==> src/rtl/joypad_serializer_multi.sv <==
// NES-style multi-port joypad serializer: strobe latch, per-port falling-edge shift with
// 1-fill, autofire masking, port swap, saturating read counters and sticky over-read flags.
// Optional: define JOY_INPUT_SYNC_EN to pass strobe/ser_clk through 2-flop synchronisers.
module joypad_serializer_multi #(
  parameter int                   NUM_PORTS = 2,
  parameter int                   BTN_WIDTH = 8,
  parameter logic [BTN_WIDTH-1:0] AF_MASK   = 8'h03,
  parameter int                   AF_HALF   = 357950,
  parameter int                   CNT_W     = 5
) (
  input  logic                           clk,
  input  logic                           resetn,
  input  logic [NUM_PORTS*BTN_WIDTH-1:0] btn_in,
  input  logic [NUM_PORTS*BTN_WIDTH-1:0] af_req,
  input  logic                           swap,
  input  logic                           strobe,
  input  logic [NUM_PORTS-1:0]           ser_clk,
  output logic [NUM_PORTS-1:0]           ser_data,
  output logic [NUM_PORTS*CNT_W-1:0]     read_cnt,
  output logic [NUM_PORTS-1:0]           overread
);
  localparam int AFW = (AF_HALF > 2) ? $clog2(AF_HALF) : 1;

  logic                 w_strobe;
  logic [NUM_PORTS-1:0] w_ser_clk;

`ifdef JOY_INPUT_SYNC_EN
  logic [1:0]           r_strb_sync;
  logic [NUM_PORTS-1:0] r_sclk_s1, r_sclk_s2;

  always_ff @(posedge clk) begin
    if (!resetn) begin
      r_strb_sync <= '0;
      r_sclk_s1   <= '0;
      r_sclk_s2   <= '0;
    end else begin
      r_strb_sync <= {r_strb_sync[0], strobe};
      r_sclk_s1   <= ser_clk;
      r_sclk_s2   <= r_sclk_s1;
    end
  end

  assign w_strobe  = r_strb_sync[1];
  assign w_ser_clk = r_sclk_s2;
`else
  assign w_strobe  = strobe;
  assign w_ser_clk = ser_clk;
`endif

  // Shared autofire timer, free-running independent of strobe
  logic [AFW-1:0] r_af_cnt;
  logic           r_af_phase;

  always_ff @(posedge clk) begin
    if (!resetn) begin
      r_af_cnt   <= '0;
      r_af_phase <= 1'b0;
    end else if (r_af_cnt == AFW'(AF_HALF - 1)) begin
      r_af_cnt   <= '0;
      r_af_phase <= ~r_af_phase;
    end else begin
      r_af_cnt   <= r_af_cnt + 1'b1;
    end
  end

  logic [NUM_PORTS-1:0][BTN_WIDTH-1:0] r_shift;
  logic [NUM_PORTS-1:0][CNT_W-1:0]     r_cnt;
  logic [NUM_PORTS-1:0]                r_ovr;
  logic [NUM_PORTS-1:0]                r_last;

  for (genvar p = 0; p < NUM_PORTS; p++) begin : g_port
    localparam int SW = NUM_PORTS - 1 - p;

    logic [BTN_WIDTH-1:0] w_btn, w_af, w_latch;
    logic                 w_fall;

    assign w_btn   = swap ? btn_in[SW*BTN_WIDTH +: BTN_WIDTH] : btn_in[p*BTN_WIDTH +: BTN_WIDTH];
    assign w_af    = swap ? af_req[SW*BTN_WIDTH +: BTN_WIDTH] : af_req[p*BTN_WIDTH +: BTN_WIDTH];
    assign w_latch = w_btn | (w_af & AF_MASK & {BTN_WIDTH{r_af_phase}});
    assign w_fall  = r_last[p] & ~w_ser_clk[p];

    always_ff @(posedge clk) begin
      if (!resetn) begin
        r_shift[p] <= '1;
        r_cnt[p]   <= '0;
        r_ovr[p]   <= 1'b0;
        r_last[p]  <= 1'b0;
      end else begin
        r_last[p] <= w_ser_clk[p];
        if (w_strobe) begin
          r_shift[p] <= w_latch;
          r_cnt[p]   <= '0;
          r_ovr[p]   <= 1'b0;
        end else if (w_fall) begin
          r_shift[p] <= {1'b1, r_shift[p][BTN_WIDTH-1:1]};
          if (32'(r_cnt[p]) >= BTN_WIDTH) r_ovr[p] <= 1'b1;
          if (r_cnt[p] != '1)             r_cnt[p] <= r_cnt[p] + 1'b1;
        end
      end
    end

    assign ser_data[p]                 = r_shift[p][0];
    assign read_cnt[p*CNT_W +: CNT_W]  = r_cnt[p];
    assign overread[p]                 = r_ovr[p];
  end

endmodule

==> config.mk <==
export PLATFORM = sky130hd
export DESIGN_NAME = joypad_serializer_multi
export DESIGN_NICKNAME = d
export VERILOG_FILES = /design/src/rtl/joypad_serializer_multi.sv
export SDC_FILE = /design/constraint.sdc
export NUM_CORES = 1
export LEC_CHECK = 0
export BUFFER_PORTS_ARGS = -buffer_cell sky130_fd_sc_hd__buf_2
export CORE_MARGIN = 10
export CORE_UTILIZATION = 58
export DETAILED_ROUTE_END_ITERATION = 16
export PLACE_DENSITY = 0.88
export REMOVE_ABC_BUFFERS = 1
export SLEW_MARGIN = 20
export SYNTH_ARGS = -nofsm -noshare
export SYNTH_HDL_FRONTEND = slang
export SYNTH_SLANG_ARGS = --single-unit
==> constraint.sdc <==
create_clock -name clk -period 4.8 [get_ports clk]
set_input_delay 1.2 -clock clk [delete_from_list [all_inputs] [get_ports clk]]
set_output_delay 1.2 -clock clk [all_outputs]
set_load 0.05 [all_outputs]
==> results of run 1 <==
## per-stage QoR
| step | cells | total power, W | worst slack [ns] | util (%) |
|---|---|---|---|---|
| floorplan | 267 | 0.000491 | 2.51 | - |
| global placement | 356 | 0.000519 | 2.18 | 65.8 |
| detailed placement | 356 | 0.000523 | 2.13 | 65.8 |
| CTS | 364 | 0.000773 | 2.39 | 68.0 |
| global route | 364 | 0.000800 | 2.28 | 68.0 |
| finish | 364 | 0.000763 | 2.40 | 68.0 |
## path summary, 6_finish.rpt
path | from | endpoint | slack [ns] | depth (start not counted)
worst max-delay path | r_af_cnt[11] | r_af_cnt[16] | 2.40 | 4
worst min register to register | overread[1] | overread[1] | 0.45 | 2
worst max register to register | r_af_cnt[11] | r_af_cnt[16] | 2.40 | 4
worst min-delay path | overread[1] | overread[1] | 0.45 | 2
## worst max-delay path, cell delays in order (launching register included)
cell	delay, ns
dfxtp_1	0.36
or4_1	0.54
or3_4	0.36
o41ai_4	0.87
nor2_1	0.12
## cell usage after synthesis
| library cell | n | area [um^2] |
|---|---|---|
| a21oi_1 | 3 | 15.0 |
| a31o_2 | 1 | 8.76 |
| and2_1 | 2 | 12.5 |
| and3_1 | 9 | 56.3 |
| buf_1 | 2 | 7.51 |
| buf_4 | 2 | 15.0 |
| buf_6 | 1 | 11.3 |
| clkbuf_1 | 9 | 33.8 |
| dfxtp_1 | 50 | 1000 |
| ha_1 | 8 | 100 |
| inv_1 | 10 | 37.5 |
| mux2_2 | 18 | 203 |
| mux2i_1 | 21 | 210 |
| nand2_1 | 35 | 131 |
| nand2b_1 | 2 | 12.5 |
| nand3_1 | 7 | 35.0 |
| nand4_1 | 7 | 43.8 |
| nand4b_1 | 1 | 8.76 |
| nor2_1 | 34 | 128 |
| nor2b_1 | 2 | 12.5 |
| nor3_1 | 5 | 25.0 |
| nor3b_1 | 2 | 15.0 |
| nor4_1 | 7 | 43.8 |
| o21ai_0 | 17 | 85.1 |
| o31ai_1 | 2 | 15.0 |
| o41ai_4 | 1 | 27.5 |
| or3_4 | 1 | 11.3 |
| or4_1 | 1 | 7.51 |
| xnor2_1 | 14 | 123 |
| xor2_1 | 7 | 61.3 |
## layer usage
layer,global-route usage (%),share of wire [%],vias up
met5,0,0,-
met3,4.82,5.1,7
met2,24.5,52,31
li1,-,-,1018
met4,5.99,1.4,0
met1,14.3,42,925
## layout make-up
class,count,area (um^2),share of cell area [%]
multi-input cells,207,1390,50.1
flip-flops and latches,50,1000,36.0
repair buffers,39,195,7.02
clock buffers,7,86.3,3.11
well taps,50,62.6,2.25
inverters,10,37.5,1.35
clock inverters,1,5.00,0.180
## flip-flops by register name, indices dropped and copies added (netlist names)
register    count
ser_data        2
r_last          2
r_af_phase      1
overread        2
r_af_cnt       19
read_cnt       10
r_shift        14
## cell families (layout without fill, tap and decap cells)
logic type | Yosys count | in the layout | synth area share [%]
AO/OA/AOI/OAI | 24 | 24 | 6.06
XOR/XNOR | 21 | 21 | 7.36
adder cells (fa/ha/maj) | 8 | 8 | 4.01
buffers and inverters | 24 | 57 | 4.21
flip-flops | 50 | 50 | 40.1
multiplexers | 39 | 39 | 16.5
AND/OR/NAND/NOR | 115 | 115 | 21.7
## where the power goes
group	switching (W)	internal (W)
sequential	0.00000753	0.000427
combinational	0.0000433	0.0000367
clock	0.000133	0.000116
total	0.000183	0.000580
==> flow_summary.yaml, run 1 <==
outcome:
  outcome: "completed"
clocking:
  numCtsBuffers: 5
  cts_tree: "built"
  clock_sinks: 50
  cts.htree.levels: 2
  clock_latency_ns: 0.31
  cts_setup_buffers: 0
  cts_resized: 0
  clock_path_buffers: 2
  cts.reportedPaths.clkPinSlew_ns: 0.08
  hold_buffers: 0
  cts_root_buffer: "clkbuf_8"
routing:
  dr.pass1.iters: 5
  drt_iter0_drc: 78
  drt-total-wl_um: 4950
  drcViolationCount: 0
  ant_nets: 0
  post_drt_via_cell_ratio: 5.44
  vias: 1981
  wire_per_inst_um: 13.6
power_and_ir_drop:
  cellLeakagePower_nw: 1.12
  vdd_drop_max_mv: 0.174
  power.density_mw_per_mm2: 275
setup_path:
  cp.arrival_ns: 2.56
  critPathRequiredTime_ns: 4.96
  worst-setup-path-type: "reg2reg"
  cp_max_fo: 18
  endpoint_kind: "register"
  worst_setup_path_start_kind: "register"
logic_synthesis:
  synth_area_mm2: 0.00250
  ys_seq_area_share_pct: 40.1
  syn_area_per_cell_um2: 8.89
  syn_inst: 281
  ys_ff_latch: 50
  synth.distinct_cells: 30
  ys_warn_count: 0
sta:
  rsz0062_at_grt: "no"
  post-route-min-period_ns: 2.40
  setup_violations: 0
  finalHoldViolCount: 0
  slew_viol_final: 0
  timing.fmax_mhz: 417
  worst_slew_pin_slew_ns: 0.898
  tns_ns: 0
  maxSlewHeadroom_pct: 39.9
  timing.hold.ws_ns: 0.450
  fin_skew_ns: 0.00438
  period_share_pct: 49.9
floorplan:
  initial_core_util_pct: 61.1
  core-area_mm2: 0.00409
  die_area_mm2: 0.00733
  fp.dieH_um: 85.6
  pin_count: 52
  die_w_um: 85.6
  num_rows: 23
placement:
  gp_congestion: 0.795
  dp_hpwl_um: 3550
  portBuffers: 39
  postPlaceCellArea_mm2: 0.00269
global_routing:
  grt_max_degree: 34
  grtUsageTotal_pct: 13.8
  antenna_found_initial: 0
  grt_pass1_vias: 1976
  grt_pass1_wl_um: 8490
  overflow: 0
layout:
  layout.nets: 359
  num-fill-cells: 319
  syn2layout_area_growth_pct: 11.3
  stdcell_area_mm2: 0.00278
  final_cell_mix: "dfxtp_1, buf_2, nand2_1"
  layout-drive-gt1-share_pct: 21.3
  antenna_cells: 0
  layout_commonest_cell: "dfxtp_1"
hold_path:
  hp-class: "reg2reg"
flow_run:
  drv_cap: 0
No activity file was read; power rests on OpenSTA's default activity.
==> run 2, diff against run 1 <==
--- a/config.mk
+++ b/config.mk
@@ -7,9 +7,9 @@
 export LEC_CHECK = 0
 export BUFFER_PORTS_ARGS = -buffer_cell sky130_fd_sc_hd__buf_2
 export CORE_MARGIN = 10
-export CORE_UTILIZATION = 58
+export CORE_UTILIZATION = 54
 export DETAILED_ROUTE_END_ITERATION = 16
-export PLACE_DENSITY = 0.88
+export PLACE_DENSITY = 0.83
 export REMOVE_ABC_BUFFERS = 1
 export SLEW_MARGIN = 20
 export SYNTH_ARGS = -nofsm -noshare
==> constraint.sdc (replaced) <==
create_clock -name clk -period 2.33 [get_ports clk]
set_input_delay 0.5825 -clock clk [delete_from_list [all_inputs] [get_ports clk]]
set_output_delay 0.5825 -clock clk [all_outputs]
set_load 0.05 [all_outputs]
==> run 2 against run 1 <==
Clock power is 95% higher. Fmax up 17%. Power grew 100%. Core utilization down 3.9 points. Critical endpoint is now r_af_cnt[6]. Largest cell class unchanged.
==> flow_summary.yaml, run 2 (synthesized netlist as in run 1, its figures left out) <==
routing:
  drcViolationCount: 0
  post_drt_via_cell_ratio: 5.21
  dr.pass1.iters: 4
  drt_iter0_drc: 84
  drt-total-wl_um: 4780
  vias: 1945
  ant_nets: 0
  wire_per_inst_um: 12.8
global_routing:
  grt_pass1_wl_um: 8200
  grtUsageTotal_pct: 12.9
  grt_max_degree: 34
  overflow: 0
  grt_pass1_vias: 1887
  antenna_found_initial: 0
clocking:
  cts.reportedPaths.clkPinSlew_ns: 0.09
  cts_resized: 0
  clock_sinks: 50
  cts_root_buffer: "clkbuf_8"
  cts.htree.levels: 2
  clock_latency_ns: 0.30
  cts_setup_buffers: 0
  cts_tree: "built"
  clock_path_buffers: 2
  hold_buffers: 0
  numCtsBuffers: 5
power_and_ir_drop:
  cellLeakagePower_nw: 1.15
  clkPwrFrac_pct: 31.3
  power_frac_seq_pct: 57.7
  power_frac_comb_pct: 11.0
  power.density_mw_per_mm2: 548
  power.share.switching_pct: 24.4
  p_switching_w: 0.000378
  p_int_w: 0.00117
  vdd_drop_max_mv: 0.293
sta:
  maxSlewHeadroom_pct: 61.6
  post-route-min-period_ns: 2.06
  setup_violations: 0
  finalHoldViolCount: 0
  slew_viol_final: 0
  worst_slew_pin_slew_ns: 0.574
  fin_skew_ns: 0.00992
  period_share_pct: 88.2
  tns_ns: 0
  rsz0062_at_grt: "no"
  timing.fmax_mhz: 487
layout:
  syn2layout_area_growth_pct: 13.3
  regArea_mm2: 0.00100
  layout-drive-gt1-share_pct: 23.1
  layout.nets: 366
  final_cell_mix: "dfxtp_1, buf_2, nand2_1"
  antenna_cells: 0
  final_cells: 373
  multi_input_area_mm2: 0.00139
  num-fill-cells: 364
  largest_reg_flops: 19
  largest_register: "r_af_cnt"
  layout_commonest_cell: "dfxtp_1"
setup_path:
  critPathRequiredTime_ns: 2.52
  worst-setup-path-type: "reg2reg"
  reg2reg_setup_slack_ns: 0.27
  path_cells: "or4_1, or3_4, o41ai_4, buf_4, nor2_1"
  reg2reg_from: "r_af_cnt[11]"
  reg2reg_depth: 5
  cp_max_fo: 18
  endpoint_kind: "register"
  worst_setup_path_start_kind: "register"
  worstReg2RegEnd: "r_af_cnt[6]"
  slowest_delay_ns: 0.52
  cp.arrival_ns: 2.24
  slowest_stage: "or4_1"
  cp-startpoint: "r_af_cnt[11]"
flow_run:
  drv_cap: 0
placement:
  dp_hpwl_um: 3600
  gp_congestion: 0.832
  portBuffers: 39
  place_inst: 365
floorplan:
  die_w_um: 88.0
  fp.dieH_um: 88.0
  die_area_mm2: 0.00774
  core-area_mm2: 0.00441
  num_rows: 24
  initial_core_util_pct: 56.6
  pin_count: 52
hold_path:
  min_from: "overread[0]"
  whs_endpoint: "overread[0]"
  hp-class: "reg2reg"
  whs_path_depth: 2
outcome:
  outcome: "completed"
[run 2: cell count changes in the layout (fill, tap and decap cells not counted)]
cell	before	now
buf_4	0	7
clkinv_4	0	1
clkbuf_8	6	5
[run 2: layout make-up]
| cell class | count | area share, % |
|---|---|---|
| inverter | 10 | 1.33 |
| clock inverter | 2 | 0.487 |
| sequential | 50 | 35.4 |
| tap | 52 | 2.30 |
| timing repair buffer | 46 | 8.76 |
| multi-input combinational | 207 | 49.2 |
| clock buffer | 6 | 2.57 |
[run 2: how the worst max path moves through the flow]
stage	endpoint	slack, ns	cells after the start
floorplan	read_cnt[8]	0.18	7
global placement	r_af_cnt[3]	0.32	5
detailed placement	r_af_cnt[16]	0.28	5
CTS	r_af_cnt[6]	0.26	5
global route	r_af_cnt[5]	0.15	5
finish	r_af_cnt[6]	0.27	5
[run 2: metal layers]
layer	part of all wire [%]	up-vias	routed length, um	GRT usage (%)
met5	0	-	0	0
met4	1.8	0	87	5.80
met3	5.3	10	253	4.09
met2	48	27	2290	22.5
met1	45	879	2150	14.0
li1	-	1029	-	-
[run 2: power by group through the flow]
stage               clock, W  combinational, W  sequential (W)
finish              0.000485          0.000170        0.000895
floorplan                  0         0.0000900        0.000922
detailed placement         0          0.000171        0.000915
CTS                 0.000497          0.000172        0.000895
global placement           0          0.000165        0.000913
global route        0.000536          0.000193        0.000898
[run 2: stage by stage]
stage | instance area (um^2) | hold slack [ns] | total power (W) | setup slack, ns | utilization [%]
after global routing | 2830 | 0.484 | 0.00163 | 0.152 | 64.1
after CTS | 2830 | 0.456 | 0.00156 | 0.262 | 64.1
after detailed placement | 2740 | 0.443 | 0.00109 | 0.282 | 62.1
after floorplan | 2430 | 0.444 | 0.00101 | 0.176 | -
final | 2830 | 0.449 | 0.00155 | 0.275 | 64.1
after global placement | 2740 | 0.430 | 0.00108 | 0.317 | 62.1
[run 2: critical path, delay by kind of cell (launching register included)]
family                 cells  cell delay, ns
AO/OA/AOI/OAI              1            0.34
buffers and inverters      1            0.27
flip-flops                 1            0.37
AND/OR/NAND/NOR            3            0.95
==> run 3, diff against run 2 <==
--- a/config.mk
+++ b/config.mk
@@ -10,8 +10,9 @@
 export CORE_UTILIZATION = 54
 export DETAILED_ROUTE_END_ITERATION = 16
 export PLACE_DENSITY = 0.83
+export RECOVER_POWER = 100
 export REMOVE_ABC_BUFFERS = 1
-export SLEW_MARGIN = 20
+export SLEW_MARGIN = 0
 export SYNTH_ARGS = -nofsm -noshare
 export SYNTH_HDL_FRONTEND = slang
 export SYNTH_SLANG_ARGS = --single-unit
==> run 3 against run 2 <==
Fmax decreased by 0.95%. Design area down 1.6%. Register-to-register slack got worse by 0.02 ns. Combinational power down 2%. Largest power group unchanged. Worst setup slack worse by 0.020 ns. Sequential power barely moved. Non-clock buffer count unchanged.
==> flow_summary.yaml, run 3 (synthesized netlist as in run 1, its figures left out) <==
clocking:
  hold_buffers: 0
  cts.reportedPaths.clkPinSlew_ns: 0.09
  cts_root_buffer: "clkbuf_8"
  clock_path_buffers: 2
  cts_resized: 0
  cts_setup_buffers: 0
  clock_sinks: 50
  clock_latency_ns: 0.30
  numCtsBuffers: 5
  cts.htree.levels: 2
  cts_tree: "built"
global_routing:
  grt_pass1_vias: 1887
  antenna_found_initial: 0
  grtUsageTotal_pct: 12.9
  grt_max_degree: 34
  grt_pass1_wl_um: 8200
  overflow: 0
routing:
  wire_per_inst_um: 12.9
  dr.pass1.iters: 4
  vias: 1940
  drt_iter0_drc: 73
  post_drt_via_cell_ratio: 5.20
  drt-total-wl_um: 4800
  drcViolationCount: 0
  ant_nets: 0
power_and_ir_drop:
  vdd_drop_max_mv: 0.293
  power_frac_seq_pct: 57.8
  power.density_mw_per_mm2: 556
  cellLeakagePower_nw: 1.06
  p_int_w: 0.00117
  power_frac_comb_pct: 10.7
  total_power_w: 0.00155
  power.share.switching_pct: 24.5
  clkPwrFrac_pct: 31.5
  p_switching_w: 0.000379
flow_run:
  drv_cap: 0
setup_path:
  worst_setup_path_start_kind: "register"
  cp.arrival_ns: 2.26
  reg2reg_setup_slack_ns: 0.25
  endpoint_kind: "register"
  critPathRequiredTime_ns: 2.52
  worst-setup-path-type: "reg2reg"
  cp_max_fo: 18
layout:
  utilization_pct: 63.0
  layout_commonest_cell: "dfxtp_1"
  largest_reg_flops: 19
  layout-drive-gt1-share_pct: 15.6
  layout.nets: 366
  antenna_cells: 0
  stdcell_area_mm2: 0.00278
  num-fill-cells: 382
  largest_register: "r_af_cnt"
  final_cells: 373
  final_cell_mix: "dfxtp_1, nand2_1, nor2_1"
  syn2layout_area_growth_pct: 11.4
sta:
  post-route-min-period_ns: 2.08
  fin_skew_ns: 0.0110
  setup_violations: 0
  period_share_pct: 89.1
  worst_slew_pin_slew_ns: 0.774
  maxSlewHeadroom_pct: 48.4
  tns_ns: 0
  slew_viol_final: 0
  finalHoldViolCount: 0
  timing.fmax_mhz: 482
  rsz0062_at_grt: "no"
placement:
  postPlaceCellArea_mm2: 0.00274
  place_inst: 365
  portBuffers: 39
  gp_congestion: 0.832
  dp_hpwl_um: 3600
floorplan:
  fp.dieH_um: 88.0
  die_area_mm2: 0.00774
  num_rows: 24
  pin_count: 52
  initial_core_util_pct: 56.6
  die_w_um: 88.0
  core-area_mm2: 0.00441
outcome:
  outcome: "completed"
hold_path:
  hp-class: "reg2reg"
==> run 3: worst max-delay path, cell delays in order, from the launching register on <==
cell and delay (ns):
dfxtp_1 0.37, or4_1 0.51, or3_1 0.39, o41ai_4 0.35
buf_4 0.27, nor2_1 0.07
==> run 3: per-stage QoR <==
stage          setup slack (ns)  hold slack [ns]
2_1_floorplan             0.176            0.444
3_3_place_gp              0.317            0.430
3_5_place_dp              0.282            0.443
4_1_cts                   0.262            0.456
5_1_grt                   0.119            0.486
6_report                  0.255            0.452
==> run 3: metal layers <==
| metal | up-vias | track usage, % | wire (um) |
|---|---|---|---|
| met5 | - | 0 | 0 |
| met4 | 0 | 5.80 | 67 |
| met3 | 8 | 4.09 | 270 |
| met2 | 27 | 22.5 | 2300 |
| met1 | 875 | 14.0 | 2160 |
| li1 | 1030 | - | - |
==> run 3: path summary, 6_finish.rpt <==
check             depth (start not counted)         start           to
setup reg to reg                          5  r_af_cnt[11]  r_af_cnt[6]
hold reg to reg                           2   overread[0]  overread[0]
setup / recovery                          5  r_af_cnt[11]  r_af_cnt[6]
hold / removal                            2   overread[0]  overread[0]
==> run 3: power by group through the flow <==
stage	logic (W)	registers (W)	clock network, W
global placement	0.000165	0.000913	0
CTS	0.000172	0.000895	0.000497
detailed placement	0.000171	0.000915	0
finish	0.000166	0.000895	0.000487
global route	0.000188	0.000898	0.000536
floorplan	0.0000900	0.000922	0
==> run 3: cell type report <==
| cell class | count | area, um^2 | area share, % |
|---|---|---|---|
| timing repair buffer | 46 | 206 | 7.42 |
| tap | 52 | 65.1 | 2.34 |
| clock inverter | 2 | 13.8 | 0.495 |
| clock buffer | 6 | 72.6 | 2.61 |
| inverter | 10 | 37.5 | 1.35 |
| multi-input combinational | 207 | 1390 | 49.8 |
| sequential | 50 | 1000 | 36.0 |
